[src/rtl/regfile_dump.sv]
// regfile_dump: streams a contiguous (optionally wrapping) range of the 32x32
// integer register file onto a valid/ready channel. It owns one combinational
// read port and captures each word at the edge that presents it.
module regfile_dump #(
    parameter int DATA_W = 32,
    parameter int ADDR_W = 5
) (
    input  logic              clock,
    input  logic              reset_n,
    input  logic              start,
    input  logic [ADDR_W-1:0] first_idx,
    input  logic [ADDR_W-1:0] last_idx,
    input  logic              abort,
    output logic [ADDR_W-1:0] rf_addr,
    input  logic [DATA_W-1:0] rf_data,
    output logic              out_valid,
    input  logic              out_ready,
    output logic [DATA_W-1:0] out_data,
    output logic [ADDR_W-1:0] out_idx,
    output logic              out_last,
    output logic              busy,
    output logic              done
);

    typedef enum logic [1:0] {IDLE, SEND, DONE} state_t;

    state_t            state;
    logic [ADDR_W-1:0] last_q;     // end of range, frozen at the accepted start
    logic [ADDR_W-1:0] idx_nxt;
    logic              hs;
    logic              at_last;

    // Index arithmetic wraps naturally at ADDR_W bits.
    assign idx_nxt  = out_idx + ADDR_W'(1);
    assign hs       = out_valid && out_ready;
    assign at_last  = (out_idx == last_q);
    assign out_last = out_valid && at_last;

    // Read address: the register that the next capture edge will sample.
    always_comb begin
        rf_addr = out_idx;
        case (state)
            IDLE:    rf_addr = first_idx;
            SEND:    rf_addr = idx_nxt;
            default: rf_addr = out_idx;
        endcase
    end

    // Dump sequencer: capture on start/handshake, abort back to IDLE, pulse done.
    always_ff @(posedge clock) begin
        if (!reset_n) begin
            state     <= IDLE;
            out_valid <= 1'b0;
            out_data  <= '0;
            out_idx   <= '0;
            last_q    <= '0;
            busy      <= 1'b0;
            done      <= 1'b0;
        end else begin
            done <= 1'b0;
            case (state)
                IDLE: begin
                    if (start) begin
                        out_data  <= rf_data;
                        out_idx   <= first_idx;
                        last_q    <= last_idx;
                        out_valid <= 1'b1;
                        busy      <= 1'b1;
                        state     <= SEND;
                    end
                end
                SEND: begin
                    // abort wins over a same-cycle handshake; that beat is
                    // still delivered but nothing follows and done stays low
                    if (abort) begin
                        out_valid <= 1'b0;
                        busy      <= 1'b0;
                        state     <= IDLE;
                    end else if (hs) begin
                        if (at_last) begin
                            out_valid <= 1'b0;
                            done      <= 1'b1;
                            state     <= DONE;
                        end else begin
                            out_data <= rf_data;
                            out_idx  <= idx_nxt;
                        end
                    end
                end
                DONE: begin
                    busy  <= 1'b0;
                    state <= IDLE;
                end
                default: begin
                    out_valid <= 1'b0;
                    busy      <= 1'b0;
                    state     <= IDLE;
                end
            endcase
        end
    end

endmodule

[config.mk]
export PLATFORM = sky130hd
export DESIGN_NAME = regfile_dump
export DESIGN_NICKNAME = d
export VERILOG_FILES = /design/src/rtl/regfile_dump.sv
export SDC_FILE = /design/constraint.sdc
export NUM_CORES = 1
export LEC_CHECK = 0
export ABC_AREA = 1
export BUFFER_PORTS_ARGS = -buffer_cell sky130_fd_sc_hd__buf_4
export CAP_MARGIN = 20
export CORE_ASPECT_RATIO = 1.1
export CORE_MARGIN = 1
export CORE_UTILIZATION = 30
export DETAILED_ROUTE_END_ITERATION = 12
export SYNTH_ARGS = -nofsm -noshare
export SYNTH_HDL_FRONTEND = slang
export SYNTH_SLANG_ARGS = --single-unit
[constraint.sdc]
create_clock -name clock -period 3.15 [get_ports clock]
set_clock_uncertainty 0.2 [all_clocks]
set_input_delay 0.4725 -clock clock [delete_from_list [all_inputs] [get_ports clock]]
set_output_delay 0.4725 -clock clock [all_outputs]
set_load 0.005 [all_outputs]
# Word level (Yosys, flattened, before mapping)
# Index checks and enable logic that the tools add are counted.
# totals
ff_bits	47
in_bits	47
out_inout_bits	46
wordCells	56
# op_classes
n_addsub	1
n_eq_ne	10
n_mux	24
bitwise	4
n_reduce_logical	10
# ops
operator	count
$mux W32	4
$pmux W32 S2	1
$mux W5	4
$pmux W5 S2	2
$ne A2 B2 Y1 const B	5
$mux W2	4
$mux W1	6
$ne A3 B3 Y1 const B	2
$add A5 B1 Y5 const B	1
$eq A5 B5 Y1	1
$reduce_and A5 Y1	1
$not A1 Y1	4
$pmux W2 S2	1
$reduce_and A2 Y1	2
$reduce_and A4 Y1	1
$reduce_or A4 Y1	1
$pmux W1 S3	1
$reduce_and A3 Y1	1
$eq A2 B1 Y1 const B	1
$eq A2 B2 Y1 const B	1
$logic_and A1 B1 Y1	2
$logic_not A2 Y1	1
$pmux W1 S2	1
$reduce_bool A2 Y1	1

# Logic depth before layout (Yosys ltp)
# logic_depth
word_depth	5
depth_mapped	12

# Least setup slack after synthesis
# Ideal clock, no wire load.
# synth_timing
kind	reg-to-reg
startpoint	reg out_idx[0]
endpoint	reg out_data[0]
setup_time_ns	0.116
arrival_time_ns	1.393
required_ns	2.834
slack_ns	1.442
path_stages_with_launch	12
period_less_slack_ns	1.708
cell_sequence	dfxtp_1 > inv_1 > nand2_1 > nand2_1 > nor2_1 > nand3_2 > nand2_1 > nand2_2 > buf_6 > clkbuf_2 > o21ai_0 > nor2_1
# synth_via
elab_chain_cells	3
# synth_rtl
element	line	rtl
start, declared	19	output logic [ADDR_W-1:0] out_idx,
start signal, assigned	65	out_idx <= first_idx;
start signal, assigned	86	out_idx <= idx_nxt;
$eq A5 B5 Y1	36	assign at_last = (out_idx == last_q);
$ne A2 B2 Y1 (no source line)	-	
$reduce_and A5 Y1 (no source line)	-	
end signal, assigned	64	out_data <= rf_data;
end signal, assigned	85	out_data <= rf_data;
end, declared	18	output logic [DATA_W-1:0] out_data,
# No other way between the ends.
# A chain may end at the register's enable or synchronous reset.

# Worst setup path after layout
# layout_timing
startpoint	reg out_idx[0]
endpoint	out rf_addr[4]
# layout_via
elab_chain_cells	2
# layout_rtl
element	line	rtl
$add A5 B1 Y5	34	assign idx_nxt = out_idx + ADDR_W'(1);
$pmux W5 S2	42	case (state)
end, declared	14	output logic [ADDR_W-1:0] rf_addr,
# No other way between the ends.

==> results.cfg <==
[run_status]
status = complete, no violations

[placement]
io_buffers = 92
dp_hpwl_microns = 3547
gp_congestion = 0.7980

[clock_network]
cts_root_buf = clkbuf_8
cts_max_path_buffers = 2
h-tree-depth = 2
cts_hold_buf = 0
cts_sinks = 47
ctsResizeCount = 0
cts_setup_buffers = 0
clkSlewWorstSetupHoldPaths_ns = 0.08
cts_tree = built
cts_made_buffers = 5
insertion_delay_ns = 0.29

[synthesis]
synth_top_area_share_pct = 48.11
synth_common_cells = nor2_1 (77), dfxtp_1 (47), o21ai_0 (47)
synth-seq-cells = 47
yosysWarnings = 0
syn_nets = 317
synth_most_common_cell = nor2_1
syn_area_per_cell_sq_um = 7.270
synthDistinctLibCells = 22
ys_top_cells_by_area = dfxtp_1 (48%), nor2_1 (15%), o21ai_0 (12%)
yosysSeqAreaShare_pct = 48.11
postSynthCellCount = 269
netlist_area_sq_um = 1956
async_flop_share_pct = 0
yosys_most_used_dff = dfxtp_1
yosys.area.top_type = dfxtp_1
synth_edf_count = 0

[route]
met2_length_microns = 2155
drc = 0
drtIter0Drc = 89
wirelength_microns = 5021
firstDrtPassIters = 4
dr.max_layer_used = met4
route.vias.total = 1999
met3WireLength_microns = 478
wl_met1_microns = 2323
ant_nets = 0
routedWlPerCell_microns = 11.52
vias_per_cell = 4.585

[timing]
max_freq_mhz = 449.4
max_slew_margin_pct = 70.21
drv_slew = 0
finalSetupViolCount = 0
fin_crit_ns = 2.225
hold_viol_final = 0
finalCritPeriodShare_pct = 70.64
timing.hold.ws_ns = 0.1980
rsz0062_at_grt = no
worst_pin_slew_ns = 0.4463
tns_ns = 0

[grt]
grt_pass1_vias = 1814
antenna_found_initial = 0
grt_pass1_wl_microns = 8280
grt_max_degree = 43
grt.overflow.total = 0
grt_use_total_pct = 15.21

[worst_setup_path]
critPathKind = flop to output pin
crit_path_start_kind = flop
worstSetupEndpointType = output pin
critPathMaxFanout = 7
crit_arrival_ns = 1.55
worstPathRequired_ns = 2.48

[final_layout]
fillCellCount = 670
final-seq-area_sq_um = 940.9
n_antenna_cell = 0
multi_input_area_sq_um = 838.3
nets = 404
drive_above_1_share_pct = 30.34
areaGrowthSynthToFinish_pct = 41.14

[pwr]
ir_drop_mv = 0.2726
pwr_density_cell_nw_per_um2 = 488.1
p_leak_nw = 1.340

[floorplan]
die_area_sq_um = 6846
dieHeight_microns = 86.68
die_w_microns = 78.98
rows = 30
coreArea_sq_um = 6231
design.portCount = 93
initial_core_util_pct = 31.39

[hold_path]
hold_path_class = input pin to flop

[job]
max-cap-violations = 0
power by group:
group          internal, W  total (W)  switching [W]
Combinational     0.000152   0.000299       0.000147
Clock             0.000172   0.000364       0.000192
Sequential        0.000649   0.000685      0.0000359
Total             0.000973    0.00135       0.000374
area by class of cell:
type	instances	area share, %
clock inverter	1	0.1813
tap	80	3.626
multi-input combinational	185	30.37
timing repair buffer	93	25.29
inverter	24	3.445
sequential	47	34.09
clock buffer	6	2.992
cells by family after synthesis:
logic type | Yosys count | synth area share [%]
and+or+nand+nor | 122 | 25.21
AOI/OAI and AO/OA | 61 | 16.57
DFF | 47 | 48.11
buffers and inverters | 37 | 9.021
xor gates and xnor gates | 1 | 0.4479
adders and majority gates | 1 | 0.6397
layout by cell type, fill, tap and decap left out:
master     n
nand3_1    7
clkinv_4   1
inv_2      2
clkbuf_8   6
nand4_1    3
a21oi_1    9
o21ai_0   47
nand3_2    1
buf_4     93
xnor2_1    1
dfxtp_1   47
ha_1       1
nand2_2    1
nor2_1    77
nor3_1     2
or2_2      1
o221ai_1   5
nand2_1   28
nor2_2     2
clkinv_2   1
inv_1     21
final timing paths:
| path | from | endpoint | slack (ns) | depth (start not counted) |
|---|---|---|---|---|
| min reg2reg | busy | busy | 0.27 | 2 |
| min | rf_data[6] | out_data[6] | 0.20 | 3 |
| max | out_idx[0] | rf_addr[4] | 0.92 | 6 |
| max reg2reg | state[0] | out_idx[2] | 0.97 | 9 |
registers in the layout (all words and copies together), names as in the netlist:
| signal | flops |
|---|---|
| busy | 1 |
| done | 1 |
| last_q | 5 |
| out_data | 32 |
| out_idx | 5 |
| out_valid | 1 |
| state | 2 |
through the flow:
step | util, % | power [W] | instance area (sq um) | cells | worst slack [ns]
after CTS | 44.30 | 0.001367 | 2760 | 436 | 0.8972
after floorplan | - | 0.0008460 | 1956 | 269 | 1.442
after global routing | 44.30 | 0.001431 | 2760 | 436 | 0.7152
final | 44.30 | 0.001347 | 2760 | 436 | 0.9249
after detailed placement | 42.89 | 0.0009996 | 2673 | 429 | 0.9979
after global placement | 42.89 | 0.0009958 | 2673 | 429 | 1.020
routing by layer:
metal,vias up,track usage (%)
li1,1038,-
met1,879,18.92
met2,74,23.90
met3,8,5.895
met4,0,5.289
met5,-,0
worst max-delay path, cell delays in order, from the launching register on:
cell and delay (ns):
dfxtp_1 0.46, ha_1 0.23, nand2_1 0.08, o21ai_0 0.16, nand3_1 0.10, o221ai_1 0.10
buf_4 0.14
Power figures use the tool's default switching activity.
